--- src/rtl/cla_pipe_adder_if.sv ---
// Operand/result bus of the pipelined carry-lookahead adder.
// The master offers operations and consumes results; the slave is the adder.
interface cla_pipe_adder_if #(
    parameter int WIDTH = 32,
    parameter int TAG_W = 5
);
    logic             in_valid;
    logic             in_ready;
    logic [WIDTH-1:0] a;
    logic [WIDTH-1:0] b;
    logic             sub;
    logic             cin;
    logic [TAG_W-1:0] tag;

    logic             out_valid;
    logic             out_ready;
    logic [WIDTH-1:0] sum;
    logic             cout;
    logic             ovf;
    logic             zero;
    logic [TAG_W-1:0] out_tag;

    modport master (
        output in_valid, a, b, sub, cin, tag, out_ready,
        input  in_ready, out_valid, sum, cout, ovf, zero, out_tag
    );

    modport slave (
        input  in_valid, a, b, sub, cin, tag, out_ready,
        output in_ready, out_valid, sum, cout, ovf, zero, out_tag
    );
endinterface

--- src/rtl/cla_pipe_adder.sv ---
// Pipelined Kogge-Stone adder/subtractor with valid/ready flow control.
// The prefix network is split over STAGES register stages; outputs come from flops.
module cla_pipe_adder #(
    parameter int WIDTH  = 32,
    parameter int STAGES = 2,
    parameter int TAG_W  = 5
) (
    input  logic            clk,
    input  logic            rst,
    input  logic            flush,
    cla_pipe_adder_if.slave bus
);

    localparam int LVLS = $clog2(WIDTH);

    typedef struct packed {
        logic [WIDTH-1:0] g;
        logic [WIDTH-1:0] p;
    } gp_t;

    typedef struct packed {
        gp_t              gp;    // partial prefix G/P
        logic [WIDTH-1:0] p;     // raw per-bit propagate, needed for the sum
        logic             c0;
        logic [TAG_W-1:0] tag;
    } stage_t;

    // Number of prefix levels completed by the time an op sits in register k.
    function automatic int cut(input int k);
        return (k * LVLS) / STAGES;
    endfunction

    function automatic gp_t run_levels(input gp_t x, input int first, input int last);
        gp_t cur;
        gp_t nxt;
        cur = x;
        for (int l = 0; l < LVLS; l++) begin
            nxt = cur;
            if (l >= first && l < last) begin
                for (int j = 0; j < WIDTH - (1 << l); j++) begin
                    nxt.g[j + (1 << l)] = cur.g[j + (1 << l)] | (cur.p[j + (1 << l)] & cur.g[j]);
                    nxt.p[j + (1 << l)] = cur.p[j + (1 << l)] & cur.p[j];
                end
            end
            cur = nxt;
        end
        return cur;
    endfunction

    function automatic stage_t step(input stage_t s, input int k);
        stage_t r;
        r    = s;
        r.gp = run_levels(s.gp, cut(k - 1), cut(k));
        return r;
    endfunction

    function automatic logic [WIDTH-1:0] final_g(input stage_t s);
        return run_levels(s.gp, cut(STAGES - 1), LVLS).g;
    endfunction

    stage_t             prep;
    stage_t             src [STAGES];
    logic [WIDTH-1:0]   b_eff;
    logic               c0_in;
    logic [STAGES:1]    vld;
    logic [STAGES:1]    en;
    logic [STAGES-1:0]  v_in;
    logic               in_ready_int;

    // c0 enters as bit -1 with P = 0; folding it into bit 0's generate keeps
    // the network at log2(WIDTH) levels.
    always_comb begin
        b_eff          = bus.sub ? ~bus.b : bus.b;
        c0_in          = bus.sub | bus.cin;
        prep.p         = bus.a ^ b_eff;
        prep.gp.g      = bus.a & b_eff;
        prep.gp.g[0]   = (bus.a[0] & b_eff[0]) | (prep.p[0] & c0_in);
        prep.gp.p      = prep.p;
        prep.gp.p[0]   = 1'b0;
        prep.c0        = c0_in;
        prep.tag       = bus.tag;
    end

    assign src[0] = prep;

    // A register may load when it is empty or its contents move on this edge.
    // NOTE: every always_comb output gets a value on every path (here a default
    // first) so no latch is inferred.
    always_comb begin
        en         = '0;
        en[STAGES] = !vld[STAGES] || bus.out_ready;
        for (int k = STAGES - 1; k >= 1; k--) begin
            en[k] = !vld[k] || en[k + 1];
        end
    end

    assign in_ready_int = en[1] && !flush && !rst;
    assign bus.in_ready = in_ready_int;

    always_comb begin
        v_in    = '0;
        v_in[0] = bus.in_valid && in_ready_int;
        for (int k = 1; k < STAGES; k++) begin
            v_in[k] = vld[k];
        end
    end

    // NOTE: sequential state is written with non-blocking assignments only, so
    // every flop samples pre-edge values regardless of block ordering.
    always_ff @(posedge clk) begin
        if (rst || flush) begin
            vld <= '0;
        end else begin
            for (int k = 1; k <= STAGES; k++) begin
                if (en[k]) vld[k] <= v_in[k - 1];
            end
        end
    end

    // NOTE: intermediate data flops are not reset; the valid bits alone decide
    // whether their contents mean anything.
    for (genvar k = 1; k < STAGES; k++) begin : g_stage
        stage_t q;
        always_ff @(posedge clk) begin
            if (en[k] && v_in[k - 1]) q <= step(src[k - 1], k);
        end
        assign src[k] = q;
    end

    // c[i] is the carry into bit i; c[WIDTH] is the carry out.
    stage_t           last;
    logic [WIDTH:0]   c;
    logic [WIDTH-1:0] next_sum;

    assign last     = src[STAGES - 1];
    assign c        = {final_g(last), last.c0};
    assign next_sum = last.p ^ c[WIDTH-1:0];

    always_ff @(posedge clk) begin
        if (rst) begin
            bus.sum     <= '0;
            bus.cout    <= 1'b0;
            bus.ovf     <= 1'b0;
            bus.zero    <= 1'b0;
            bus.out_tag <= '0;
        end else if (en[STAGES] && v_in[STAGES - 1]) begin
            bus.sum     <= next_sum;
            bus.cout    <= c[WIDTH];
            bus.ovf     <= c[WIDTH] ^ c[WIDTH - 1];
            bus.zero    <= (next_sum == '0);
            bus.out_tag <= last.tag;
        end
    end

    assign bus.out_valid = vld[STAGES];

endmodule

--- src/flat_wrapper.sv ---
// flat-port wrapper written by rule: the top's interface ports become plain ports
module cla_pipe_adder_flat 
#(
    parameter int WIDTH  = 32,
    parameter int STAGES = 2,
    parameter int TAG_W  = 5
)
  (clk, rst, flush, bus_in_valid, bus_a, bus_b, bus_sub, bus_cin, bus_tag, bus_out_ready, bus_in_ready, bus_out_valid, bus_sum, bus_cout, bus_ovf, bus_zero, bus_out_tag);
  cla_pipe_adder_if #(.WIDTH(WIDTH), .TAG_W(TAG_W)) bus_i ();
  input  logic clk;
  input  logic rst;
  input  logic flush;
  input wire logic [$bits(bus_i.in_valid)-1:0] bus_in_valid;
  input wire logic [$bits(bus_i.a)-1:0] bus_a;
  input wire logic [$bits(bus_i.b)-1:0] bus_b;
  input wire logic [$bits(bus_i.sub)-1:0] bus_sub;
  input wire logic [$bits(bus_i.cin)-1:0] bus_cin;
  input wire logic [$bits(bus_i.tag)-1:0] bus_tag;
  input wire logic [$bits(bus_i.out_ready)-1:0] bus_out_ready;
  output wire logic [$bits(bus_i.in_ready)-1:0] bus_in_ready;
  output wire logic [$bits(bus_i.out_valid)-1:0] bus_out_valid;
  output wire logic [$bits(bus_i.sum)-1:0] bus_sum;
  output wire logic [$bits(bus_i.cout)-1:0] bus_cout;
  output wire logic [$bits(bus_i.ovf)-1:0] bus_ovf;
  output wire logic [$bits(bus_i.zero)-1:0] bus_zero;
  output wire logic [$bits(bus_i.out_tag)-1:0] bus_out_tag;
  assign bus_i.in_valid = bus_in_valid;
  assign bus_i.a = bus_a;
  assign bus_i.b = bus_b;
  assign bus_i.sub = bus_sub;
  assign bus_i.cin = bus_cin;
  assign bus_i.tag = bus_tag;
  assign bus_i.out_ready = bus_out_ready;
  assign bus_in_ready = bus_i.in_ready;
  assign bus_out_valid = bus_i.out_valid;
  assign bus_sum = bus_i.sum;
  assign bus_cout = bus_i.cout;
  assign bus_ovf = bus_i.ovf;
  assign bus_zero = bus_i.zero;
  assign bus_out_tag = bus_i.out_tag;
  cla_pipe_adder #(.WIDTH(WIDTH), .STAGES(STAGES), .TAG_W(TAG_W)) u_core (.clk(clk), .rst(rst), .flush(flush), .bus(bus_i));
endmodule
--- config.mk ---
export PLATFORM = sky130hd
export DESIGN_NAME = cla_pipe_adder_flat
export DESIGN_NICKNAME = d
export VERILOG_FILES = /design/src/rtl/cla_pipe_adder_if.sv /design/src/rtl/cla_pipe_adder.sv /design/src/flat_wrapper.sv
export SDC_FILE = /design/constraint.sdc
export NUM_CORES = 1
export LEC_CHECK = 0
export ABC_CLOCK_PERIOD_IN_PS = 3900
export BUFFER_PORTS_ARGS = -buffer_cell sky130_fd_sc_hd__buf_2
export CAP_MARGIN = 20
export CORE_MARGIN = 5
export CORE_UTILIZATION = 50
export CTS_BUF_LIST = sky130_fd_sc_hd__clkbuf_4 sky130_fd_sc_hd__clkbuf_8 sky130_fd_sc_hd__clkbuf_16
export DETAILED_ROUTE_END_ITERATION = 16
export PLACE_DENSITY = 0.76
export SYNTH_ARGS = -nofsm -noshare
export SYNTH_HDL_FRONTEND = slang
export SYNTH_SLANG_ARGS = --single-unit
export TNS_END_PERCENT = 100
--- constraint.sdc ---
create_clock -name clk -period 3.9 [get_ports clk]
set_input_delay 0.78 -clock clk [delete_from_list [all_inputs] [get_ports clk]]
set_output_delay 0.78 -clock clk [all_outputs]
set_load 0.01 [all_outputs]
* Word-level counts from Yosys, hierarchy flattened
Cells that the tools add are included.
Storage, ports and cells: register bits after elaboration 142, memory bits (writable) 0, output and inout bits 42, input bits 76, memories 0, bits in latches 0, ROM bits 0
Cells by class: equal/unequal tests 0, add/subtract/negate cells 0, reduce and logical (&&, ||, !) cells 13, multipliers 0, shift-type cells 0, mux-type cells 3, magnitude comparators 0, bitwise operators 366, div/mod/pow operators 0
Operators by type and width (count):
- $and A1 B1 Y1 | 230
- $or A1 B1 Y1 | 131
- $xor A32 B32 Y32 | 2
- $mux W31 | 2
- $and A32 B32 Y32 | 1
- $logic_not A32 Y1 | 1
- $mux W32 | 1
- $not A32 Y32 | 1
- $logic_and A1 B1 Y1 | 5
- $logic_not A1 Y1 | 4
- $logic_or A1 B1 Y1 | 3
- $xor A1 B1 Y1 | 1

* Logic depth before layout (Yosys ltp)
word-level depth 10, gate-level depth with buffers 8

* Worst setup path after synthesis
OpenSTA, ideal clock, no wires.
kind input-to-reg, from input rst, to register u_core.g_stage[1].q, in the netlist u_core.c[0] (enable), path buffers 1, required time 3.433 ns, arrival 3.685 ns, setup slack -0.253 ns, stages 3, cells stage by stage clkbuf_1 > a211oi_1 > and2_1
Between the ends: cells in the longest elaborated chain, start to end 4
Ends and longest elaborated chain:
- from (decl) | RTL line flat_wrapper.sv:11 | input logic rst;
- $logic_not A1 Y1 | RTL line cla_pipe_adder.sv:97 | assign in_ready_int = en[1] && !flush && !rst;
- $logic_and A1 B1 Y1 | RTL line cla_pipe_adder.sv:97
- via bus_in_ready | RTL line flat_wrapper.sv:20 | output wire logic [$bits(bus_i.in_ready)-1:0] bus_in_ready;
- $logic_and A1 B1 Y1 | RTL line cla_pipe_adder.sv:102 | v_in[0] = bus.in_valid && in_ready_int;
- $logic_and A1 B1 Y1 | RTL line cla_pipe_adder.sv:125 | if (en[k] && v_in[k - 1]) q <= step(src[k - 1], k);
- to (signal assigned) | RTL line cla_pipe_adder.sv:125
- to (decl) | RTL line cla_pipe_adder.sv:123 | stage_t q;
The timed path passes the listed nets, and every way through them passes these cells. A chain may end at the register's enable or synchronous reset.

* Final worst setup path
from register u_core.g_stage[1].q, in the netlist u_core.c[4], to register u_core.bus.zero
Between the ends: cells in the longest elaborated chain, start to end 6
Ends and longest elaborated chain:
- $and A1 B1 Y1 | RTL line cla_pipe_adder.sv:41 | nxt.g[j + (1 << l)] = cur.g[j + (1 << l)] | (cur.p[j + (1 << l)] & cur.g[j]);
- $or A1 B1 Y1 | RTL line cla_pipe_adder.sv:41
- $and A1 B1 Y1 | RTL line cla_pipe_adder.sv:41
- $or A1 B1 Y1 | RTL line cla_pipe_adder.sv:41
- $xor A32 B32 Y32 (*) | RTL line cla_pipe_adder.sv:137 | assign next_sum = last.p ^ c[WIDTH-1:0];
- $logic_not A32 Y1 (*) | RTL line cla_pipe_adder.sv:150 | bus.zero <= (next_sum == '0);
- to (signal assigned) | RTL line cla_pipe_adder.sv:150
- to (decl) | RTL line cla_pipe_adder_if.sv:30 | output in_ready, out_valid, sum, cout, ovf, zero, out_tag
Every way passes the cells marked *; elsewhere a longest branch is shown, timed or not.

==> results by group <==
Power
  – Pwr/cell area: about 480 nW/µm²
  – Max IR drop VDD: 0.3196 mV
  – Leak: between 3 and 4 nW

Timing
  – Fin Setup TNS: 0 ps
  – Final setup fails: 0
  – Fin. Hold Viols: 0
  – Worst hold slack: 450.4 ps
  – Final Skew: 6.556 ps
  – RSZ-0062 raised after global routing: no
  – Achievable frequency: 351.8 MHz
  – Final Max Tran Viols: 0
  – Slew headroom: 0.3767
  – Fin crit period: 2842 ps
  – Worst Max-Slew Pin Slew: roughly 930 ps
  – Period utilization: 0.7288
  – Post-route setup slack: 1058 ps

Floorplan
  – Core Region: 12570 µm²
  – Chip width: 123.0 µm
  – Die Footprint: 15120 µm²
  – Die H: 123.0 µm
  – Row count: 41
  – # IOs: 118
  – Initial core utilization: 0.5077

Placed design
  – Hpwl dp: 10590 µm
  – Gpl congestion: 0.8318
  – PortBufs: 117
  – Placement Setup Slack: 1008 ps

Clock network
  – Clock-pin slew on the worst setup and hold paths: 60 ps
  – Clock Tree Root: clkbuf_16
  – Worst-Skew Late Latency: between 400 and 500 ps
  – CTS max path bufs: 2
  – Post-CTS Setup Inserts: 0
  – Clk sinks: 140
  – TritonCTS clock tree: yes
  – CTS Buf Count: 17
  – Cts repair resizes: 0
  – Hold Buf Count CTS: 0
  – H-tree Lvls: 4

Outcome
  – Status: finished clean

Finish
  – Footprint of the multi-input gates: 2520 µm²
  – Layout cells sized above 1: 0.2225
  – Diode count: 0
  – Final nets: about 800
  – Register Area: 3784 µm²
  – Layout area overhead: 21.33%
  – Filler cells: 986

Global route
  – Gr ovfl total: 0
  – First-pass GRT wire length: roughly 22000 µm
  – Initial antenna violation count: 0
  – Total GRT Usage: 0.1948
  – Largest net degree at the start of global routing: 45
  – Vias in the first global route: 4488

Synth
  – Mapped Cells: 573
  – Share of the synthesized area in the top cell type: 0.4612
  – Synthesized area: between 6000 and 7000 µm²
  – Post-synthesis sequential area ratio: 0.5929
  – Syn_area_per_cell: 11.14 µm²
  – Main flop type after synthesis: edfxtp_1
  – Number of synthesized register bits: 140
  – Unique masters post-synth: 37
  – Leading area contributor after synthesis: edfxtp_1
  – Synth async-reset ratio: 0
  – Ranking of synthesized cells by area: edfxtp_1 (46%), dfxtp_1 (13%), ha_1 (6.3%), xor2_1 (6.2%), a21oi_1 (5.5%)
  – EDFF count, synth: 98
  – Yosys Warn Count: 0
  – Syn nets: slightly below 700

Worst setup path
  – Worst path arrival time: 3180 ps
  – Worst reg2reg path depth: 8
  – Worst endpoint required time: 4230 ps
  – Crit start category: flip-flop
  – CP Max Fanout: 3
  – CP Class: flip-flop to flip-flop
  – CP Capture Type: flip-flop

Route
  – Post-route DRC: 0
  – Wire per inst: 16.05 µm
  – Post-Route WL: between 10000 and 15000 µm
  – Pre-antenna DRT Iters: 5
  – Routed vias: 4630
  – Post-route ant nets: 0
  – Avg Vias per Cell: 5.249
  – Initial DRC Count: 351

Flow run
  – Max Cap Viol: 0

Hold path
  – Hold depth: 2
  – Hold Crit Class: flip-flop to flip-flop
Yosys cell counts, types with 8 or more instances:
cell,count
a211oi_1,10
a21o_1,8
a21oi_1,70
clkbuf_1,13
dfxtp_1,42
edfxtp_1,98
ha_1,32
nand2_1,83
nor2_1,61
nor3_1,8
o21ai_0,31
xnor2_1,20
xor2_1,45
flip-flops by register name (all words and copies together), names as in the netlist:
signal and count:
u_core.c 5, u_core.bus.out_tag 5, u_core.bus.cout 1, u_core.vld 2, u_core.bus.zero 1, u_core.bus.ovf 1
u_core.g_stage.q 93, u_core.bus.sum 32
worst max-delay path, stage by stage (launching register included):
cell and delay, ps:
edfxtp_1 400, a21oi_1 310, xnor2_1 160, or4_1 490
nor4_1 350, nand4_1 120, and4bb_1 290, or4b_1 450
o31ai_2 180
layout by cell type (no fill, tap or decap), types with 2 or more instances in the layout:
cell type	synthesis	routed
buf_2	0	117
edfxtp_1	98	98
nand2_1	83	83
a21oi_1	70	70
nor2_1	61	61
xor2_1	45	45
dfxtp_1	42	42
ha_1	32	32
o21ai_0	31	31
xnor2_1	20	20
clkbuf_16	0	17
a211oi_1	10	10
a21o_1	8	8
nor3_1	8	8
nand3_1	5	5
nand2b_1	5	5
inv_1	5	5
o21bai_1	5	5
clkinvlp_4	0	5
clkinv_2	0	4
nor2b_1	4	3
nand4_1	3	3
clkinv_1	0	3
buf_4	0	3
a31oi_1	2	2
o21ai_1	2	2
or4b_1	2	2
nor4_1	2	2
bufinv_16	0	2
kinds of logic after synthesis:
group,synth area share
xor+xnor,0.08922
buf+inv,0.01294
flops,0.5929
simple gates,0.1202
fa+ha+maj,0.06274
compound gates,0.1220
power breakdown:
| part | switching, mW | leakage, nW | internal [mW] |
|---|---|---|---|
| Clock | 0.583 | 0.263 | 0.933 |
| Combinational | 0.299 | 1.58 | 0.189 |
| Sequential | 0.0423 | 1.19 | 1.70 |
metal layers:
layer / vias to the layer above / share of wire / GRT usage
met5: - / 0 / 0
met3: 19 / 0.065 / 0.04803
li1: 2293 / - / -
met1: 2168 / 0.43 / 0.2478
met2: 150 / 0.49 / 0.3256
met4: 0 / 0.012 / 0.06920
path summary, 6_finish.rpt:
| kind | startpoint | end | slack (ps) |
|---|---|---|---|
| setup / recovery | u_core.c[4] | u_core.bus.zero | 1060 |
| hold / removal | u_core.bus.sum[30] | u_core.bus.sum[30] | 450 |
| setup reg to reg | u_core.c[4] | u_core.bus.zero | 1060 |
| hold reg to reg | u_core.bus.sum[30] | u_core.bus.sum[30] | 450 |
final cells by class:
type                            instances  area share
Clock buffer                           18     0.05591
Clock inverter                         14     0.01665
Multi-Input combinational cell        411      0.3255
Tap cell                              172     0.02780
Sequential cell                       140      0.4887
Timing Repair Buffer                  122     0.08306
Inverter                                5    0.002424
metrics by stage:
stage	utilization	cell area (µm²)	std cells	power, mW
finish	0.6160	7742	882	3.749
global route	0.6160	7742	882	3.901
CTS	0.6148	7727	881	3.768
detailed placement	0.5701	7166	849	2.257
global placement	0.5701	7166	849	2.242
floorplan	-	6382	573	2.083
(Power assumes the default switching activity.)
